$ cat src/rtl/hazard_unit.sv
// Pipeline control for a 5-stage CPU: decides per cycle which latches advance, hold or flush,
// tracks the stall cause in a small FSM and keeps saturating stall/flush statistics.
module hazard_unit #(
  parameter int CNT_W = 16,
  parameter int REG_W = 5
) (
  input  logic             CLK,
  input  logic             nRST,
  input  logic             ihit,
  input  logic             dhit,
  input  logic             dmemREN_mem,
  input  logic             dmemWEN_mem,
  input  logic             memRead_ex,
  input  logic [REG_W-1:0] regSel_ex,
  input  logic [REG_W-1:0] rs_id,
  input  logic [REG_W-1:0] rt_id,
  input  logic             pcSrc_mem,
  input  logic             halt_wb,
  output logic             pc_en,
  output logic             en_ifid,
  output logic             en_idex,
  output logic             en_exmem,
  output logic             en_memwb,
  output logic             flush_ifid,
  output logic             flush_idex,
  output logic             flush_exmem,
  output logic             halt,
  output logic [1:0]       state,
  output logic [CNT_W-1:0] stall_cnt,
  output logic [CNT_W-1:0] flush_cnt
);

  typedef enum logic [1:0] {
    RUN    = 2'd0,
    LUSE   = 2'd1,
    DWAIT  = 2'd2,
    HALTED = 2'd3
  } state_t;

  localparam logic [CNT_W-1:0] CNT_ONE = CNT_W'(1);
  localparam logic [CNT_W-1:0] CNT_MAX = '1;

  state_t cur_state, nxt_state;
  logic   dmiss, luse, halting, redirect;

  assign dmiss   = (dmemREN_mem | dmemWEN_mem) & ~dhit;
  assign luse    = memRead_ex & (regSel_ex != '0) &
                   ((regSel_ex == rs_id) | (regSel_ex == rt_id));
  assign halting = (cur_state == HALTED) | halt_wb;
  // A redirect only counts when neither halt nor a dcache freeze overrides it.
  assign redirect = ~nRST & ~halting & ~dmiss & pcSrc_mem;
  assign state    = cur_state;

  always_ff @(posedge CLK) begin
    if (nRST) begin
      cur_state <= RUN;
      stall_cnt <= '0;
      flush_cnt <= '0;
    end else begin
      cur_state <= nxt_state;
      if (!pc_en && !halt && stall_cnt != CNT_MAX) stall_cnt <= stall_cnt + CNT_ONE;
      if (redirect && flush_cnt != CNT_MAX) flush_cnt <= flush_cnt + CNT_ONE;
    end
  end

  always_comb begin
    nxt_state = RUN;
    if (halting)                nxt_state = HALTED;
    else if (dmiss)             nxt_state = DWAIT;
    else if (luse && !pcSrc_mem) nxt_state = LUSE;
  end

  always_comb begin
    pc_en       = 1'b1;
    en_ifid     = 1'b1;
    en_idex     = 1'b1;
    en_exmem    = 1'b1;
    en_memwb    = 1'b1;
    flush_ifid  = 1'b0;
    flush_idex  = 1'b0;
    flush_exmem = 1'b0;
    halt        = 1'b0;
    if (nRST) begin
      pc_en       = 1'b0;
      en_ifid     = 1'b0;
      en_idex     = 1'b0;
      en_exmem    = 1'b0;
      en_memwb    = 1'b0;
      flush_ifid  = 1'b1;
      flush_idex  = 1'b1;
      flush_exmem = 1'b1;
    end else if (halting || dmiss) begin
      pc_en    = 1'b0;
      en_ifid  = 1'b0;
      en_idex  = 1'b0;
      en_exmem = 1'b0;
      en_memwb = 1'b0;
      halt     = halting;
    end else if (pcSrc_mem) begin
      // Target PC loads even on an icache miss; the wrong-path instructions are squashed.
      flush_ifid  = 1'b1;
      flush_idex  = 1'b1;
      flush_exmem = 1'b1;
    end else if (luse) begin
      pc_en      = 1'b0;
      en_ifid    = 1'b0;
      flush_idex = 1'b1;
    end else if (!ihit) begin
      pc_en      = 1'b0;
      flush_ifid = 1'b1;
    end
  end

endmodule

$ cat config.mk
export PLATFORM = sky130hd
export DESIGN_NAME = hazard_unit
export DESIGN_NICKNAME = d
export VERILOG_FILES = /design/src/rtl/hazard_unit.sv
export SDC_FILE = /design/constraint.sdc
export NUM_CORES = 1
export LEC_CHECK = 0
export BUFFER_PORTS_ARGS = -buffer_cell sky130_fd_sc_hd__buf_4
export CAP_MARGIN = 25
export CORE_ASPECT_RATIO = 1.1
export CORE_MARGIN = 10
export CORE_UTILIZATION = 49
export DETAILED_ROUTE_END_ITERATION = 10
export GPL_TIMING_DRIVEN = 0
export PLACE_DENSITY = 0.79
export RECOVER_POWER = 25
export SYNTH_ARGS = -nofsm -noshare
export SYNTH_HDL_FRONTEND = slang
export SYNTH_SLANG_ARGS = --single-unit
$ cat constraint.sdc
create_clock -name CLK -period 2.5 [get_ports CLK]
set_input_delay 0.125 -clock CLK [delete_from_list [all_inputs] [get_ports CLK]]
set_output_delay 0.125 -clock CLK [all_outputs]
set_load 0.01 [all_outputs]
== Yosys cells after proc, flatten, opt, wreduce, memory -nomap -nowiden ==
Cells that the tools add are included.
Widths: inputs -> output; s select.

* Register bits: 34
* Input port bits: 24
* Output and inout bits: 43
* Logic and storage cells: 60

* Add/sub/neg operators: 2
* Eq/ne operators: 5
* Mux-type cells: 28
* Bitwise logic cells: 13
* Reduce and logical (&&, ||, !) cells: 9

{| class="wikitable"
|+ Operators by type and width
! operator !! count
|-
| $add 16x1->16 const B || 2
|-
| $ne 16x16->1 const B || 2
|-
| $mux 1 || 26
|-
| $eq 5x5->1 || 2
|-
| $and 1x1->1 || 6
|-
| $reduce_bool 5->1 || 1
|-
| $logic_and 1x1->1 || 4
|-
| $mux 2 || 2
|-
| $not 1->1 || 4
|-
| $logic_not 1->1 || 3
|-
| $or 1x1->1 || 3
|-
| $eq 2x2->1 const B || 1
|-
| $logic_or 1x1->1 || 1
|}

== Logic depth before layout (Yosys ltp) ==
Gate-level depths: netlist of the first run.

* Depth after elaboration: 10
* Mapped depth: 10
* Depth with buffers taken out: 8

== Least setup slack after synthesis of the first run ==
Ideal clock, no wire load.

* Kind: register -> register
* Start: register stall_cnt[0]
* End: register stall_cnt[9]
* Setup time: 0.121 ns
* Arrival: 2.202 ns
* Required time: 2.379 ns
* Slack: 0.178 ns
* Cell stages (with the launch flop): 10
* Buffers on the path: 1
* Clock period less this slack: 2.322 ns
* Cell sequence: dfxtp_1 ha_1 inv_1 nor2_1 a41o_1 or4_4 and2_4 buf_6 nor3_1 mux2_2

* Word-level cells in the longest chain between the ends: 2
* Elaborated cells between the ends (all ways): 3
* Those cells by class: add/sub: 1; eq/ne: 1; reduce/logical: 1

{| class="wikitable"
|+ Ends and longest elaborated chain
! element !! line !! RTL
|-
| from (decl) || 29 || <nowiki>output logic [CNT_W-1:0] stall_cnt,</nowiki>
|-
| from (signal assigned) || 61 || <nowiki>if (!pc_en && !halt && stall_cnt != CNT_MAX) stall_cnt <= stall_cnt + CNT_ONE;</nowiki>
|-
| branches (longest 2 deep; another with $add 16x1->16) || -- ||
|}

Parallel ways; which one is timed is not known.
A chain may end at the register's enable or synchronous reset.

== Worst setup path after layout of the first run ==
Ends and elaborated chain as after synthesis.

==> results of run 1 <==
## report_power, final
| group | switching, mW | total [mW] | leakage, nW | internal [mW] |
|---|---|---|---|---|
| logic | 0.0842 | 0.165 | 0.655 | 0.0812 |
| registers | 0.0138 | 0.566 | 0.276 | 0.552 |
| clock network | 0.203 | 0.424 | 0.0472 | 0.221 |
| total | 0.301 | 1.16 | 0.978 | 0.854 |
## worst register-to-register path, stage by stage, from the launching register on
cell and delay [ns]:
dfxtp_2 0.36, ha_2 0.22, inv_1 0.09, nor2_1 0.06, a41o_1 0.26, or4_4 0.45, and2_4 0.18, buf_6 0.14
nor3_2 0.18, mux2_2 0.34
## cell usage in the layout, fill, tap and decap left out, types with 2 or more instances in the layout
master	Yosys	routed
nand2_1	11	11
clkbuf_1	5	22
a21oi_1	14	14
nand3_1	12	12
inv_1	6	6
xor2_1	24	24
nor3_2	2	3
or4_1	4	4
or2_2	2	2
mux2i_1	2	2
dfxtp_2	0	2
nor2_1	36	36
o21bai_1	2	2
dfxtp_1	34	32
xnor2_1	5	5
o21ai_0	8	8
or3_1	7	7
clkbuf_8	0	6
o31ai_1	4	3
and4_1	2	2
nand4_1	10	10
buf_4	2	53
and3_1	5	5
## how the worst max path moves through the flow
stage / from / end / slack [ns] / cells past startpoint
2_1_floorplan: stall_cnt[0] / stall_cnt[9] / 0.18 / 9
3_3_place_gp: stall_cnt[0] / stall_cnt[9] / 0.03 / 9
3_5_place_dp: stall_cnt[0] / stall_cnt[9] / 0.05 / 9
4_1_cts: stall_cnt[0] / stall_cnt[9] / 0.04 / 9
5_1_grt: stall_cnt[0] / stall_cnt[8] / 0.03 / 10
6_report: stall_cnt[0] / stall_cnt[9] / 0.12 / 9
## final cells by class
| type | instances | area [sq um] |
|---|---|---|
| inverter | 6 | 22.5 |
| multi-input combinational | 167 | 1070 |
| clock inverter | 2 | 12.5 |
| buffer | 10 | 57.6 |
| fill | 343 | 1170 |
| sequential | 34 | 683 |
| clock buffer | 6 | 82.6 |
| tap | 50 | 62.6 |
| timing repair buffer | 67 | 439 |
## sequential cells by signal, summed over array words and instances (netlist names)
register	flops
flush_cnt	16
stall_cnt	16
state	2
## routing by layer
metal / share of wire (%) / wire (um) / track usage (%) / vias up
li1: - / - / - / 908
met1: 40 / 2070 / 15.9 / 862
met2: 52 / 2680 / 26.8 / 54
met3: 6.5 / 331 / 5.06 / 4
met4: 0.61 / 31 / 2.94 / 0
met5: 0 / 0 / 0 / -
## what timing repair did
| action | CTS | global route |
|---|---|---|
| resized for setup | 1 | 6 |
| pin swaps | 0 | 1 |
| setup endpoints to repair | 1 | 6 |
| setup buffers | 0 | 1 |
## metrics by stage
step | worst slack (ns) | std cells | instance area [sq um] | total power, mW | hold WS, ns
3_5_place_dp | 0.0485 | 333 | 2370 | 0.741 | 0.510
6_report | 0.123 | 342 | 2430 | 1.16 | 0.244
5_1_grt | 0.0273 | 342 | 2430 | 1.20 | 0.254
4_1_cts | 0.0426 | 341 | 2470 | 1.16 | 0.241
3_3_place_gp | 0.0295 | 333 | 2370 | 0.739 | 0.496
2_1_floorplan | 0.178 | 217 | 1810 | 0.658 | 0.312
## cells by family after synthesis
kind of cell	Yosys count	synth area share, %
XOR/XNOR	29	14.0
flip-flops	34	37.5
buffers and inverters	16	4.28
AND/OR/NAND/NOR	98	28.3
AO/OA/AOI/OAI	35	12.8
multiplexers	3	1.72
adder cells (fa/ha/maj)	2	1.38
==> impl_metrics.ini, run 1 <==
[final_layout]
antenna_cells = 0
nets = 317
syn_to_final_growth_pct = 33.9
drive_gt1_share_pct = 27.4
finish.utilization_pct = 67.5

[timing]
rsz0062_at_grt = no
worst_pin_slew_ns = 0.584
finalCritPeriodShare_pct = 95.1
finClkSkew_ns = 0.00917
max_clock_freq_mhz = 421
finalSetupTns_ns = 0
setup_viol = 0
max_slew_margin_pct = 60.8
fin_crit_ns = 2.38
drv_slew = 0
hold_violations = 0

[floorplanning]
die_area_sq_um = 6540
num_io_pins = 67
placeableCoreArea_sq_um = 3600
start_util_pct = 50.4
die-width_um = 78.0
die_y_um = 83.8
num_rows = 23

[route]
drc = 0
viasPerCell = 5.35
wire_per_inst_um = 15.0
vias = 1828
wirelength_um = 5120
dr.pass1.iters = 4
drtIter0Drc = 110
antenna_left = 0

[global_routing]
antenna_found_initial = 0
grt_max_degree = 12
grt_pass1_wl_um = 8200
grt_usage_pct = 14.7
overflow = 0
grt_pass1_vias = 1734

[clock_network]
cts.clk_slew.worst_paths_ns = 0.08
clock_sinks = 34
cts_tree = built
cts_buffers = 5
clock_path_buffers = 2
cts_hold_buf = 0
htree_num_levels = 2
insertion_delay_ns = 0.28
cts_root_buffer = clkbuf_8

[power_and_ir_drop]
max-vdd-ir-drop_uv = 283
p_leak_nw = 0.978
power.density_nw_per_um2 = 476

[placement]
port_buffers = 66
gp_congestion = 0.854
dp_hpwl_um = 4000

[worst_setup_path]
setup.worst_path.end_class = flip-flop
start_kind = flip-flop
worstReg2RegEnd = stall_cnt[9]
worstPathCellList = ha_2, inv_1, nor2_1, a41o_1, or4_4, and2_4, buf_6, nor3_2, mux2_2
worstReg2RegStart = stall_cnt[0]
crit_slowest_cell = or4_4
rrSetupSlack_ns = 0.12
crit_family = simple AND/OR/NAND/NOR gates
crit_fanout = 10
cp.required_ns = 2.68
rr_worst_depth = 9
slowest_delay_ns = 0.45
critPathKind = flip-flop to flip-flop
cp_num_buf_inv = 2
cp.arrival_ns = 2.55

[synth]
synth_edf_count = 0
synth_cell_types = 39
ys_async_sr_fraction_pct = 0
synthCells = 217
yosysSeqAreaShare_pct = 37.5
yosys.cell_count.top_type = nor2_1
synth_top_area_cell = dfxtp_1
post-synth-top-area-fraction_pct = 37.5
syn-num-nets = 243
yosys-top-cells-area = dfxtp_1, xor2_1, nor2_1
ys_seq_elements = 34
yosys-top-cells-count = nor2_1, dfxtp_1, xor2_1
syn_area_sq_um = 1810
ys_warn_count = 0
ys.flop_type = dfxtp_1
synth.avg_cell_area_sq_um = 8.36

[run]
maxCapViolCount = 0

[min_path]
holdPathEnd = state[0]
min_path_type = input port to flip-flop
hold_start = nRST
whs_path_depth = 3

[outcome]
status = complete, no violations
No activity file was read; power rests on OpenSTA's default activity.
==> run 2, diff against run 1 <==
Settings changed: CORE_ASPECT_RATIO 1.1 to default, CORE_MARGIN 10 to 2, SKIP_CTS_REPAIR_TIMING from default to 1.
==> impl_metrics.ini, run 2 (synthesis results as in run 1) <==
[clock_network]
cts_tree = built
cts_buffers = 5
cts.clk_slew.worst_paths_ns = 0.07
htree_num_levels = 2
insertion_delay_ns = 0.30
clock_sinks = 34
cts_root_buffer = clkbuf_8
clock_path_buffers = 2

[worst_setup_path]
setup.worst_path.end_class = flip-flop
worstReg2RegStart = stall_cnt[1]
rrSetupSlack_ns = 0.13
worstReg2RegEnd = stall_cnt[9]
critPathKind = flip-flop to flip-flop
crit_fanout = 10
cp.arrival_ns = 2.57
rr_worst_depth = 9
cp.required_ns = 2.70
start_kind = flip-flop

[timing]
worst_pin_slew_ns = 0.521
max_slew_margin_pct = 65.0
finClkSkew_ns = 0.0108
finalCritPeriodShare_pct = 94.9
hold_violations = 0
fin_crit_ns = 2.37
rsz0062_at_grt = no
max_clock_freq_mhz = 422
drv_slew = 0
setup_viol = 0

[route]
antenna_left = 0
vias = 1819
viasPerCell = 5.37
drtIter0Drc = 135
wirelength_um = 4450
dr.pass1.iters = 4
drc = 0
wire_per_inst_um = 13.1

[run]
maxCapViolCount = 0

[final_layout]
area.sequential_sq_um = 682
n_fill_cell = 326
nets = 316
final_cell_mix = buf_4, nor2_1, dfxtp_1
syn_to_final_growth_pct = 32.9
design_area_sq_um = 2410
drive_gt1_share_pct = 26.5
antenna_cells = 0
multi_input_area_sq_um = 1070
final_common_cell = buf_4

[power_and_ir_drop]
intPower_mw = 0.852
p_leak_nw = 0.973
total_power_mw = 1.16
power.density_nw_per_um2 = 480
seq_power_share_pct = 48.8
combPwrFrac_pct = 13.9
clkPwrFrac_pct = 37.3
sw_frac_of_total_pct = 26.3
max-vdd-ir-drop_uv = 288
switchingPower_mw = 0.304

[min_path]
hold_start = nRST
whs_path_depth = 3
holdPathEnd = state[0]
min_path_type = input port to flip-flop

[global_routing]
grt_pass1_vias = 1630
grt_max_degree = 11
grt_pass1_wl_um = 6980
overflow = 0
grt_usage_pct = 21.2
antenna_found_initial = 0

[floorplanning]
die_y_um = 64.9
die-width_um = 64.9
placeableCoreArea_sq_um = 3610
start_util_pct = 50.3
num_rows = 22
die_area_sq_um = 4210
num_io_pins = 67

[placement]
gp_congestion = 0.813
dp_hpwl_um = 3270
dpl-instance-area_sq_um = 2370
port_buffers = 66

[outcome]
status = complete, no violations
run 2: cell types whose count changed in the layout (fill, tap and decap cells not counted), sizes merged:
cell,change
clkinvlp,-1
buf,-1
clkbuf,+1
run 2: metrics by stage:
| step | hold slack (ns) | utilization [%] | instances | setup slack [ns] | setup TNS (ns) |
|---|---|---|---|---|---|
| 2_1_floorplan | 0.312 | - | 217 | 0.178 | 0 |
| 3_5_place_dp | 0.509 | 65.7 | 331 | 0.0114 | 0 |
| 6_report | 0.234 | 66.9 | 339 | 0.128 | 0 |
| 4_1_cts | 0.232 | 68.3 | 339 | -0.0136 | -0.0136 |
| 5_1_grt | 0.250 | 66.9 | 339 | 0.00391 | 0 |
| 3_3_place_gp | 0.500 | 65.7 | 331 | 0.0110 | 0 |
run 2: power groups by stage:
stage          clock [mW]  combinational [mW]  sequential (mW)
5_1_grt             0.459               0.174            0.566
3_5_place_dp            0               0.162            0.576
6_report            0.431               0.161            0.565
3_3_place_gp            0               0.160            0.576
2_1_floorplan           0              0.0804            0.578
4_1_cts             0.430               0.163            0.564
run 2: final cells by class:
type	instances	area share, %
clock inverter	1	0.208
sequential	34	28.3
timing repair buffer	66	17.9
buffer	10	2.28
clock buffer	7	3.58
inverter	6	0.934
multi-input combinational	167	44.3
tap	48	2.49
run 2: routing by layer:
metal / track usage, % / share of wire (%) / vias to the layer above
li1: - / - / 906
met1: 24.6 / 41 / 843
met2: 36.7 / 52 / 66
met3: 6.42 / 6.0 / 4
met4: 7.45 / 1.5 / 0
met5: 0 / 0 / -
run 2: worst max path at each step:
stage | slack [ns] | start | depth (start not counted) | end
6_report | 0.13 | stall_cnt[1] | 9 | stall_cnt[9]
5_1_grt | 0.004 | stall_cnt[1] | 9 | stall_cnt[9]
4_1_cts | -0.01 | stall_cnt[0] | 9 | stall_cnt[9]
3_5_place_dp | 0.01 | stall_cnt[0] | 9 | stall_cnt[9]
3_3_place_gp | 0.01 | stall_cnt[0] | 9 | stall_cnt[9]
2_1_floorplan | 0.18 | stall_cnt[0] | 9 | stall_cnt[9]
run 2: worst max-delay path, cell delays in order (launching register included):
cell and delay, ns:
dfxtp_1 0.37, ha_2 0.22, inv_1 0.08, nor2_1 0.06
a41o_1 0.25, or4_4 0.44, and2_4 0.18, buf_6 0.14
nor3_2 0.18, mux2_2 0.35
